$ cat src/rtl/k_and_s_pkg.sv
// K-and-S shared types: instruction classes, opcodes, ALU op codes
// and the IR decoder used by data_path.
package k_and_s_pkg;

  typedef enum logic [3:0] {
    I_NOP,
    I_HALT,
    I_LOAD,
    I_STORE,
    I_MOVE,
    I_ADD,
    I_SUB,
    I_AND,
    I_OR,
    I_BRANCH,
    I_BZERO,
    I_BNEG,
    I_BOV,
    I_BNOV,
    I_BNNEG,
    I_BNZERO
  } decoded_instruction_type;

  localparam logic [7:0] OPC_NOP    = 8'h00;
  localparam logic [7:0] OPC_HALT   = 8'hFF;
  localparam logic [7:0] OPC_LOAD   = 8'h81;
  localparam logic [7:0] OPC_STORE  = 8'h82;
  localparam logic [7:0] OPC_MOVE   = 8'h91;
  localparam logic [7:0] OPC_ADD    = 8'hA1;
  localparam logic [7:0] OPC_SUB    = 8'hA2;
  localparam logic [7:0] OPC_AND    = 8'hA3;
  localparam logic [7:0] OPC_OR     = 8'hA4;
  localparam logic [7:0] OPC_BRANCH = 8'h01;
  localparam logic [7:0] OPC_BZERO  = 8'h02;
  localparam logic [7:0] OPC_BNEG   = 8'h03;
  localparam logic [7:0] OPC_BOV    = 8'h04;
  localparam logic [7:0] OPC_BNOV   = 8'h05;
  localparam logic [7:0] OPC_BNNEG  = 8'h0A;
  localparam logic [7:0] OPC_BNZERO = 8'h0B;

  localparam logic [1:0] OP_OR  = 2'b00;
  localparam logic [1:0] OP_ADD = 2'b01;
  localparam logic [1:0] OP_SUB = 2'b10;
  localparam logic [1:0] OP_AND = 2'b11;

  function automatic decoded_instruction_type
    decode(input logic [15:0] ir);
    decoded_instruction_type d;
    d = I_NOP;
    case (ir[15:8])
      OPC_HALT:   d = (ir == 16'hFFFF) ? I_HALT : I_NOP;
      OPC_LOAD:   d = I_LOAD;
      OPC_STORE:  d = I_STORE;
      OPC_MOVE:   d = I_MOVE;
      OPC_ADD:    d = I_ADD;
      OPC_SUB:    d = I_SUB;
      OPC_AND:    d = I_AND;
      OPC_OR:     d = I_OR;
      OPC_BRANCH: d = I_BRANCH;
      OPC_BZERO:  d = I_BZERO;
      OPC_BNEG:   d = I_BNEG;
      OPC_BOV:    d = I_BOV;
      OPC_BNOV:   d = I_BNOV;
      OPC_BNNEG:  d = I_BNNEG;
      OPC_BNZERO: d = I_BNZERO;
      default:    d = I_NOP;
    endcase
    return d;
  endfunction

endpackage

$ cat src/rtl/data_path_alu.sv
// Combinational ALU: OR/ADD/SUB/AND with zero, neg, carry/borrow
// and two's-complement overflow. Ports: a, b, operation -> result, flags.
module alu
  import k_and_s_pkg::*;
#(
  parameter int W = 16
) (
  input  logic [W-1:0] a,
  input  logic [W-1:0] b,
  input  logic [1:0]   operation,
  output logic [W-1:0] result,
  output logic         zero,
  output logic         neg,
  output logic         uov,
  output logic         sov
);

  logic [W:0] wide;

  always_comb begin
    result = '0;
    wide   = '0;
    uov    = 1'b0;
    sov    = 1'b0;
    case (operation)
      OP_OR:  result = a | b;
      OP_AND: result = a & b;
      OP_ADD: begin
        wide   = {1'b0, a} + {1'b0, b};
        result = wide[W-1:0];
        uov    = wide[W];
        sov    = (a[W-1] == b[W-1]) &&
                 (result[W-1] != a[W-1]);
      end
      OP_SUB: begin
        result = a - b;
        uov    = (a < b);
        sov    = (a[W-1] != b[W-1]) &&
                 (result[W-1] != a[W-1]);
      end
      default: result = '0;
    endcase
    zero = (result == '0);
    neg  = result[W-1];
  end

endmodule

$ cat src/rtl/data_path.sv
// K-and-S datapath: PC, IR, 4x register file, ALU and flags.
// In: control strobes, data_in. Out: decode, flags, ram_addr, data_out.
module data_path
  import k_and_s_pkg::*;
#(
  parameter int DATA_WIDTH = 16,
  parameter int ADDR_WIDTH = 5
) (
  input  logic                    clk,
  input  logic                    rst_n,
  input  logic                    branch,
  input  logic                    pc_enable,
  input  logic                    ir_enable,
  input  logic                    write_reg_enable,
  input  logic                    addr_sel,
  input  logic                    c_sel,
  input  logic [1:0]              operation,
  input  logic                    flags_reg_enable,
  output decoded_instruction_type decoded_instruction,
  output logic                    zero_op,
  output logic                    neg_op,
  output logic                    unsigned_overflow,
  output logic                    signed_overflow,
  output logic [ADDR_WIDTH-1:0]   ram_addr,
  output logic [DATA_WIDTH-1:0]   data_out,
  input  logic [DATA_WIDTH-1:0]   data_in
);

  logic [ADDR_WIDTH-1:0] pc_q, pc_d;
  logic [DATA_WIDTH-1:0] ir_q;
  logic [DATA_WIDTH-1:0] regs_q [4];
  logic zero_q, neg_q, uov_q, sov_q;

  decoded_instruction_type dec;
  logic [DATA_WIDTH-1:0] op_a, op_b, alu_res, wdata;
  logic [1:0] dst;
  logic a_zero, a_neg, a_uov, a_sov;
  logic is_move;

  assign dec = decode(ir_q);
  assign is_move = (dec == I_MOVE);
  assign decoded_instruction = dec;

  assign ram_addr = addr_sel ? ir_q[ADDR_WIDTH-1:0] : pc_q;
  assign data_out = regs_q[ir_q[6:5]];

  // MOVE reuses the ALU: rs on a, zero on b, so OR passes it through
  always_comb begin
    op_a = regs_q[ir_q[3:2]];
    op_b = regs_q[ir_q[1:0]];
    if (is_move) begin
      op_a = regs_q[ir_q[1:0]];
      op_b = '0;
    end
  end

  alu #(.W(DATA_WIDTH)) u_alu (
    .a         (op_a),
    .b         (op_b),
    .operation (operation),
    .result    (alu_res),
    .zero      (a_zero),
    .neg       (a_neg),
    .uov       (a_uov),
    .sov       (a_sov)
  );

  always_comb begin
    dst = ir_q[5:4];
    unique case (1'b1)
      (dec == I_LOAD): dst = ir_q[6:5];
      is_move:         dst = ir_q[3:2];
      default:         dst = ir_q[5:4];
    endcase
  end

  assign wdata = c_sel ? alu_res : data_in;
  assign pc_d  = branch ? ir_q[ADDR_WIDTH-1:0]
                        : pc_q + ADDR_WIDTH'(1);

  always_ff @(posedge clk or negedge rst_n) begin
    if (!rst_n) begin
      pc_q   <= '0;
      ir_q   <= '0;
      zero_q <= 1'b0;
      neg_q  <= 1'b0;
      uov_q  <= 1'b0;
      sov_q  <= 1'b0;
      for (int i = 0; i < 4; i++) regs_q[i] <= '0;
    end else begin
      if (pc_enable) pc_q <= pc_d;
      if (ir_enable) ir_q <= data_in;
      if (write_reg_enable) regs_q[dst] <= wdata;
      if (flags_reg_enable) begin
        zero_q <= a_zero;
        neg_q  <= a_neg;
        uov_q  <= a_uov & ~is_move;
        sov_q  <= a_sov & ~is_move;
      end
    end
  end

  assign zero_op           = zero_q;
  assign neg_op            = neg_q;
  assign unsigned_overflow = uov_q;
  assign signed_overflow   = sov_q;

endmodule
$ cat config.mk
export PLATFORM = sky130hd
export DESIGN_NAME = data_path
export DESIGN_NICKNAME = d
export VERILOG_FILES = /design/src/rtl/k_and_s_pkg.sv /design/src/rtl/data_path_alu.sv /design/src/rtl/data_path.sv
export SDC_FILE = /design/constraint.sdc
export NUM_CORES = 1
export LEC_CHECK = 0
export BUFFER_PORTS_ARGS = -buffer_cell sky130_fd_sc_hd__buf_2
export CAP_MARGIN = 20
export CORE_MARGIN = 3
export CORE_UTILIZATION = 55
export DETAILED_ROUTE_END_ITERATION = 16
export HOLD_SLACK_MARGIN = 0.12
export PLACE_DENSITY = 0.74
export SLEW_MARGIN = 20
export SYNTH_ARGS = -nofsm -noshare
export SYNTH_HDL_FRONTEND = slang
export SYNTH_HIERARCHICAL = 1
export SYNTH_SLANG_ARGS = --single-unit
export TNS_END_PERCENT = 30
$ cat constraint.sdc
create_clock -name clk -period 14.4 [get_ports clk]
set_clock_uncertainty 0.05 [all_clocks]
set_input_delay 2.16 -clock clk [delete_from_list [all_inputs] [get_ports clk]]
set_output_delay 2.16 -clock clk [all_outputs]
set_load 0.005 [all_outputs]
==> impl_metrics.json, run 1 <==
{
  "outcome": "complete, no violations",
  "clock_insertion_delay_worst_skew_ps": 330,
  "hold_path_class": "flip-flop to flip-flop",
  "largest_net_degree_at_the_start_of_global_routing": 90,
  "synth-seq-cells": 89,
  "layout.core_utilization_pct": 60.7,
  "area_of_the_die_sq_um": 15800,
  "drive_gt1_share_pct": 34.3,
  "postSynth.topFlopCell": "dfrtp_1",
  "timing.critical_path.arrival_ps": 5900,
  "yosysTopAreaCell": "dfrtp_1",
  "setup_tns_after_final_layout_ps": 0,
  "worst_setup_end_kind": "flip-flop",
  "cts.sink_count": 89,
  "cap_viol_max_count": 0,
  "cts_h_tree_depth": 3,
  "synthesis.instances": 718,
  "hold_violations": 0,
  "finalCriticalPeriod_ps": 5670,
  "die-width_um": 126,
  "synth.most_common_cell": "mux2_2",
  "synth_commonest_cells": "mux2_2 (104), dfrtp_1 (89), inv_1 (55)",
  "globalRouteTotalUtil_pct": 25.9,
  "totalWireLength_um": 20300,
  "max-slew-margin-rel_pct": 29.8,
  "drtAntennaViolNets": 0,
  "synthesis.area_per_instance_sq_um": 11.0,
  "die_y_um": 126,
  "row_count": 43,
  "report.final.slew_viol_count": 0,
  "synthTopCellsByArea": "dfrtp_1 (28%), mux2_2 (15%), mux4_2 (14%)",
  "area_growth_pct": 7.16,
  "finalNetCount": 821,
  "port_buffers": 55,
  "fmax_mhz": 176,
  "via_count": 6070,
  "antenna_found_initial": 0,
  "tritoncts.num_buffers": 9,
  "static_leakage_power_nw": 3.65,
  "measured_slew_at_the_worst_slew_check_pin_ps": 1050,
  "cts_repair_resize_count": 0,
  "finalSetupViolCount": 0,
  "layout_worst_path_cycle_share_pct": 39.4,
  "setup_repair_after_global_routing_missed_its_margin": "no",
  "detail_route.vias_per_cell": 6.59,
  "worst_path_required_ps": 14630,
  "io_pins": 56,
  "cts_hold_repair.buffers": 0,
  "ys_types": 75,
  "initialDrtViolationCount": 641,
  "core_region_area_sq_um": 13900,
  "grt_pass1_wl_um": 33100,
  "synth_edf_count": 0,
  "net_count_after_synthesis": 801,
  "power_density_nw_per_um2": 242,
  "detailedPlacementHpwl_um": 14500,
  "root_buf_cell": "clkbuf_16",
  "crit_path_start_kind": "flip-flop",
  "asyncSetResetFlopFracSynth_pct": 100,
  "drt_first_pass_iters": 4,
  "ir_worst_vdd_mv": 0.105,
  "seq_area_sq_um": 2230,
  "ctsLongestPathBuffers": 2,
  "routed_wl_per_cell_um": 22.0,
  "antenna_cells_inserted": 0,
  "gr_ovfl_total": 0,
  "number_of_fill_cells": 1120,
  "seq_area_frac_synth_pct": 28.2,
  "crit_path_class": "flip-flop to flip-flop",
  "critPathMaxFanout": 34,
  "clkSlewWorstSetupHoldPaths_ps": 60,
  "drc": 0,
  "yosysWarnings": 6,
  "synth_top_area_share_pct": 28.2,
  "grt_pass1_vias": 6011,
  "initial_core_util_pct": 56.6,
  "gp_congestion": 0.907,
  "tritoncts": "done",
  "multiInputGateArea_sq_um": 5200,
  "synth_area_sq_um": 7890,
  "post_cts_buffers": 0
}
[cell type report]
| class | instances | area share [%] |
|---|---|---|
| multi-input cells | 523 | 61.4 |
| flip-flops and latches | 89 | 26.3 |
| repair buffers | 60 | 3.77 |
| clock buffers | 11 | 2.87 |
| well taps | 180 | 2.66 |
| inverters | 55 | 2.44 |
| clock inverters | 3 | 0.503 |
[registers in the layout (all words and copies together), names as in the netlist]
| signal | flops |
|---|---|
| regs_q | 64 |
| ir_q | 16 |
| neg_op | 1 |
| zero_op | 1 |
| unsigned_overflow | 1 |
| pc_q | 5 |
| signed_overflow | 1 |
[routing by layer]
layer | vias up | wire (um) | GRT usage (%)
met2 | 213 | 9780 | 41.7
met4 | 0 | 359 | 7.44
met3 | 31 | 1330 | 4.41
met5 | - | 0 | 0
met1 | 3122 | 8840 | 36.6
li1 | 2704 | - | -
[worst max-delay path: stages, from the launching register on]
cell and delay, ps:
dfrtp_1 460, or4b_4 640, nor2_1 210, nand2_2 420
mux2_2 450, inv_1 90, ha_1 190, inv_1 60
fa_1 440, a222oi_1 340, mux2i_1 210, or3_1 370
or4_1 410, or4_1 440, or4_1 440, nor4_2 210
mux2_2 180
[through the flow]
stage                     power (mW)  area, sq um  setup WS, ps  instances  hold WS [ps]
after detailed placement        1.79         8170          8780        907           474
after floorplan                 1.49         7890          9330        718           431
after CTS                       2.03         8460          8780        921           487
after global placement          1.75         8170          8830        907           455
final                           2.05         8460          8730        921           484
after global routing            2.21         8460          8400        921           509
[cell families after synthesis]
family,after synthesis,share of synthesized area [%]
multiplexers,169,31.3
adder cells (fa/ha/maj),56,9.07
AND/OR/NAND/NOR,136,9.34
flip-flops,89,28.2
AO/OA/AOI/OAI,137,13.4
buffers and inverters,106,5.96
XOR/XNOR,25,2.77
[power breakdown]
| group | internal, mW | total [mW] | switching, mW |
|---|---|---|---|
| Clock | 0.137 | 0.229 | 0.0918 |
| Sequential | 0.350 | 0.460 | 0.110 |
| Combinational | 0.665 | 1.36 | 0.695 |
[layout by cell type, fill, tap and decap left out, types with 17 or more instances in the layout]
cell type	Yosys	layout
a21oi_1	26	26
and2_1	20	20
buf_2	6	54
dfrtp_1	89	89
ha_1	54	54
inv_1	55	55
mux2_2	104	104
mux4_2	48	48
nand2_1	28	28
nor2_1	28	28
o21ai_0	17	17
xnor2_1	19	19
[worst paths after layout]
| kind | slack (ps) | cells past startpoint | start | endpoint |
|---|---|---|---|---|
| min in group asynchronous | 1820 | 1 | rst_n | signed_overflow |
| setup reg to reg | 8730 | 16 | ir_q[9] | zero_op |
| hold reg to reg | 480 | 1 | ir_q[7] | ir_q[7] |
| hold / removal | 480 | 1 | ir_q[7] | ir_q[7] |
| max in group asynchronous | 11900 | 1 | rst_n | ir_q[10] |
| setup / recovery | 8730 | 16 | ir_q[9] | zero_op |
Power figures use the tool's default switching activity.
==> inputs of run 2 (changes only) <==
--- a/config.mk
+++ b/config.mk
@@ -11,7 +11,7 @@
 export CORE_UTILIZATION = 55
 export DETAILED_ROUTE_END_ITERATION = 16
 export HOLD_SLACK_MARGIN = 0.12
-export PLACE_DENSITY = 0.74
+export PLACE_DENSITY = 0.77
 export SLEW_MARGIN = 20
 export SYNTH_ARGS = -nofsm -noshare
 export SYNTH_HDL_FRONTEND = slang
==> constraint.sdc (replaced) <==
create_clock -name clk -period 4.8 [get_ports clk]
set_clock_uncertainty 0.05 [all_clocks]
set_input_delay 0.72 -clock clk [delete_from_list [all_inputs] [get_ports clk]]
set_output_delay 0.72 -clock clk [all_outputs]
set_load 0.005 [all_outputs]
==> impl_metrics.json, run 2 (synthesized netlist as in run 1, its figures left out) <==
{
  "gp_congestion": 0.889,
  "finalNetCount": 877,
  "outcome": "complete, but fails checks",
  "p_int_mw": 3.86,
  "power_frac_comb_pct": 69.0,
  "grt_pass1_vias": 6458,
  "worstRegToRegCells": 17,
  "regMostFlops": "regs_q",
  "globalRouteTotalUtil_pct": 26.8,
  "drc": 0,
  "initial_core_util_pct": 56.6,
  "timing.critical_path.arrival_ps": 5140,
  "ctsLongestPathBuffers": 2,
  "die-width_um": 126,
  "gr_ovfl_total": 0,
  "cp.buffers_inverters": 2,
  "hold_path_class": "primary input to async pin",
  "reg_top3": "regs_q: 64 flops, ir_q: 16 flops, pc_q: 5 flops",
  "detail_route.vias_per_cell": 6.41,
  "totalWireLength_um": 21300,
  "finish.instance_area_sq_um": 9040,
  "report.power.total_mw": 6.81,
  "measured_slew_at_the_worst_slew_check_pin_ps": 1050,
  "core_region_area_sq_um": 13900,
  "critPathMaxFanout": 7,
  "setup_repair_after_global_routing_missed_its_margin": "yes",
  "grt_pass1_wl_um": 34200,
  "mostFrequentLayoutCells": "mux2_2 (101), dfrtp_1 (87), buf_4 (61)",
  "cp_slowest_stage_delay_ps": 570,
  "ir_worst_vdd_mv": 0.265,
  "fin_worst_hold_slack_ps": 302,
  "area_of_the_die_sq_um": 15800,
  "critical_path.reg2reg.startpoint": "ir_q[9]",
  "rrSetupSlack_ps": -100,
  "clock_insertion_delay_worst_skew_ps": 340,
  "antenna_cells_inserted": 0,
  "crit_path_class": "flip-flop to flip-flop",
  "max-slew-margin-rel_pct": 29.8,
  "largest_net_degree_at_the_start_of_global_routing": 51,
  "finalSetupViolCount": 1,
  "power_density_nw_per_um2": 753,
  "crit_path_start_kind": "flip-flop",
  "worst_setup_end_kind": "flip-flop",
  "placement.cell_area_sq_um": 8610,
  "hold_violations": 0,
  "cp_top_family": "simple AND/OR/NAND/NOR gates",
  "row_count": 43,
  "area_growth_pct": 14.6,
  "drtAntennaViolNets": 0,
  "root_buf_cell": "clkbuf_16",
  "worstReg2RegEnd": "zero_op",
  "netSwitchingFraction_pct": 43.3,
  "slowest_stage": "or4b_4",
  "finalCriticalPeriod_ps": 4900,
  "port_buffers": 55,
  "io_pins": 56,
  "cts.sink_count": 89,
  "fmax_mhz": 204,
  "antenna_found_initial": 0,
  "routed_wl_per_cell_um": 21.7,
  "initialDrtViolationCount": 524,
  "largest_register_ff_count": 64,
  "drive_gt1_share_pct": 41.7,
  "switching_power_mw": 2.95,
  "report.final.slew_viol_count": 0,
  "sequentialPowerShare_pct": 20.2,
  "layout_worst_path_cycle_share_pct": 102,
  "worst_path_required_ps": 5040,
  "clkSlewWorstSetupHoldPaths_ps": 70,
  "cts_h_tree_depth": 3,
  "crit_path_cell_trace": "or4b_4 -> nor2_4 -> nand2_4 -> mux2_4 -> inv_2 -> buf_4 -> fa_2 -> xnor2_1 -> a221o_1 -> a31oi_1 -> a21oi_2 -> or3_1 -> or4_1 -> or4_4 -> or4_4 -> nor4_2 -> mux2_4",
  "die_y_um": 126,
  "static_leakage_power_nw": 3.98,
  "final_critical_path_setup_slack_ps": -100,
  "via_count": 6278,
  "mostFrequentLayoutCell": "mux2_2",
  "cap_viol_max_count": 0,
  "p_clk_share_pct": 10.8,
  "tritoncts": "done",
  "drt_first_pass_iters": 7,
  "tritoncts.num_buffers": 9,
  "detailedPlacementHpwl_um": 15500,
  "failed_checks": "negative setup slack"
}
[run 2: cell types whose count changed in the layout (fill, tap and decap cells not counted), sizes merged]
cell	before	now
buf	60	116
clkinv	1	3
[run 2: cell type report]
type                       instances  area (sq um)
multi-input combinational        523          5320
sequential                        89          2230
clock inverter                     5          63.8
inverter                          55           206
clock buffer                      11           253
fill                            1007          4890
tap                              180           225
timing repair buffer             116           748
[run 2: metrics by stage]
step	cells	TNS (ps)	setup slack [ps]	util, %
finish	979	-100	-100	64.9
global route	979	-694	-219	64.9
CTS	975	-111	-111	64.2
detailed placement	958	-71.8	-71.8	61.8
global placement	958	0	5.79	61.8
floorplan	718	-83.3	-83.3	-
[run 2: power by group through the flow]
stage	registers [mW]	clock network, mW	logic (mW)
after global routing	1.41	0.774	5.08
final	1.37	0.738	4.70
after global placement	1.31	0	4.33
after floorplan	1.24	0	3.25
after CTS	1.35	0.739	4.50
after detailed placement	1.36	0	4.45
[run 2: repair_timing]
| item | CTS | global route |
|---|---|---|
| pin swaps | 2 | 6 |
| gates cloned | 0 | 0 |
| hold buffers | 0 | 0 |
| gates resized for setup | 3 | 14 |
| setup endpoints to repair | 4 | 18 |
| setup buffers | 1 | 4 |
[run 2: worst max-delay path by stage]
stage	slack (ps)	start	depth (start not counted)	end
after floorplan	-80	ir_q[11]	19	zero_op
after global placement	6	ir_q[9]	17	zero_op
after detailed placement	-70	ir_q[9]	17	zero_op
after CTS	-110	ir_q[9]	16	zero_op
after global routing	-220	ir_q[9]	17	zero_op
final	-100	ir_q[9]	17	zero_op
[run 2: layer usage]
metal	vias up	routed length (um)	track usage (%)
li1	2817	-	-
met1	3160	9070	36.1
met2	257	10400	44.8
met3	44	1220	4.24
met4	0	529	8.45
met5	-	0	0
==> inputs of run 3 (changes only) <==
==> constraint.sdc (replaced) <==
create_clock -name clk -period 4.8 [get_ports clk]
set_clock_uncertainty 0.05 [all_clocks]
set_input_delay 0.96 -clock clk [delete_from_list [all_inputs] [get_ports clk]]
set_output_delay 0.96 -clock clk [all_outputs]
set_load 0.005 [all_outputs]
==> impl_metrics.json, run 3 (synthesized netlist as in run 1, its figures left out) <==
{
  "finalSetupViolCount": 2,
  "core_region_area_sq_um": 13900,
  "critPathMaxFanout": 8,
  "drc": 0,
  "crit_path_cell_trace": "or4b_4 -> nor2_4 -> nand2_4 -> buf_4 -> mux2_4 -> buf_4 -> ha_1 -> a211o_1 -> a21oi_2 -> xnor2_1 -> a22o_1 -> o31a_1 -> or4_1 -> or4_4 -> or4_4 -> nor4_4 -> mux2_4",
  "power_density_nw_per_um2": 766,
  "max-slew-margin-rel_pct": 33.6,
  "cp_slowest_stage_delay_ps": 560,
  "finalCriticalPeriod_ps": 4980,
  "mostFrequentLayoutCells": "mux2_2 (100), dfrtp_1 (88), buf_4 (63)",
  "initial_core_util_pct": 56.6,
  "detailedPlacementHpwl_um": 15400,
  "min_path_cells": 1,
  "initialDrtViolationCount": 634,
  "measured_slew_at_the_worst_slew_check_pin_ps": 996,
  "fmax_mhz": 201,
  "drt_first_pass_iters": 6,
  "row_count": 43,
  "place.detailed.instances": 958,
  "crit_path_class": "flip-flop to flip-flop",
  "totalWireLength_um": 21100,
  "die-width_um": 126,
  "cts_hold_repair.buffers": 0,
  "clkSlewWorstSetupHoldPaths_ps": 60,
  "worst_path_required_ps": 5030,
  "gp_congestion": 0.946,
  "placement.cell_area_sq_um": 8610,
  "antenna_cells_inserted": 0,
  "layout_worst_path_cycle_share_pct": 104,
  "report.power.total_mw": 6.98,
  "crit_path_start_kind": "flip-flop",
  "reg_top3": "regs_q: 64 flops, ir_q: 16 flops, pc_q: 5 flops",
  "area_of_the_die_sq_um": 15800,
  "hold_path_class": "flip-flop to flip-flop",
  "layout.core_utilization_pct": 65.3,
  "tritoncts.num_buffers": 9,
  "largest_net_degree_at_the_start_of_global_routing": 90,
  "hold_violations": 0,
  "via_count": 6297,
  "finalNetCount": 880,
  "cts_h_tree_depth": 3,
  "ir_worst_vdd_mv": 0.304,
  "failed_checks": "negative setup slack",
  "cts.sink_count": 89,
  "grt_pass1_vias": 6419,
  "gr_ovfl_total": 0,
  "port_buffers": 55,
  "worst_setup_end_kind": "flip-flop",
  "detail_route.vias_per_cell": 6.42,
  "grt_pass1_wl_um": 34100,
  "fin_cells": 981,
  "area_growth_pct": 15.4,
  "io_pins": 56,
  "mostFrequentLayoutCell": "mux2_2",
  "report.final.slew_viol_count": 0,
  "antenna_found_initial": 0,
  "setup_repair_after_global_routing_missed_its_margin": "yes",
  "cp.buffers_inverters": 2,
  "clock_insertion_delay_worst_skew_ps": 340,
  "tritoncts": "done",
  "die_y_um": 126,
  "static_leakage_power_nw": 4.01,
  "globalRouteTotalUtil_pct": 26.5,
  "drive_gt1_share_pct": 42.1,
  "cp_top_family": "simple AND/OR/NAND/NOR gates",
  "final_critical_path_setup_slack_ps": -181,
  "dpl_worst_slack_ps": -108,
  "finish.instance_area_sq_um": 9110,
  "drtAntennaViolNets": 0,
  "worstRegToRegCells": 17,
  "cap_viol_max_count": 0,
  "largest_register_ff_count": 64,
  "outcome": "complete, but fails checks",
  "ctsLongestPathBuffers": 2,
  "number_of_fill_cells": 996,
  "worst-path-stages": 17,
  "regMostFlops": "regs_q",
  "root_buf_cell": "clkbuf_16",
  "slowest_stage": "or4b_4",
  "timing.critical_path.arrival_ps": 5210,
  "routed_wl_per_cell_um": 21.5
}
-- run 3: worst reg2reg max path, cell delays in order (launching register included) --
cell and delay, ps:
dfrtp_1 370, or4b_4 560, nor2_4 150, nand2_4 110, buf_4 160, mux2_4 300, buf_4 160, ha_1 230
a211o_1 320, a21oi_2 170, xnor2_1 80, a22o_1 190, o31a_1 290, or4_1 540, or4_4 440, or4_4 440
nor4_4 170, mux2_4 190
-- run 3: timing repair --
| item | CTS | global route |
|---|---|---|
| endpoints found under the setup margin | 3 | 22 |
| gates resized for setup | 4 | 20 |
| buffers inserted | 0 | 8 |
| pin swaps | 0 | 15 |
-- run 3: cell type report --
cell class	instances	area (sq um)	share of cell area, %
tap	180	225	2.47
multi-input combinational	523	5360	58.9
clock inverter	3	65.1	0.714
sequential	89	2230	24.5
timing repair buffer	119	774	8.51
inverter	55	206	2.27
clock buffer	12	246	2.71
-- run 3: routing by layer --
metal | track usage, % | vias up | share of wire, %
li1 | - | 2821 | -
met1 | 36.0 | 3139 | 41
met2 | 44.9 | 297 | 49
met3 | 3.22 | 40 | 7.0
met4 | 7.95 | 0 | 2.5
met5 | 0 | - | 0
-- run 3: per-stage QoR --
stage	setup TNS [ps]	hold WS [ps]
2_1_floorplan	-83.3	431
3_3_place_gp	-20.6	443
3_5_place_dp	-108	448
4_1_cts	-93.6	461
5_1_grt	-1390	488
6_report	-236	461
-- run 3: worst paths after layout --
| check | startpoint | end | slack [ps] |
|---|---|---|---|
| setup / recovery | ir_q[9] | zero_op | -180 |
| hold / removal | ir_q[7] | ir_q[7] | 460 |
| setup reg to reg | ir_q[9] | zero_op | -180 |
| hold reg to reg | ir_q[7] | ir_q[7] | 460 |
| max in group asynchronous | rst_n | ir_q[0] | 3450 |
| min in group asynchronous | rst_n | unsigned_overflow | 630 |
-- run 3: report_power, final --
group / internal, mW / leakage, nW / switching (mW)
Clock: 0.467 / 0.153 / 0.276
Combinational: 2.47 / 2.78 / 2.39
Sequential: 1.05 / 1.07 / 0.324
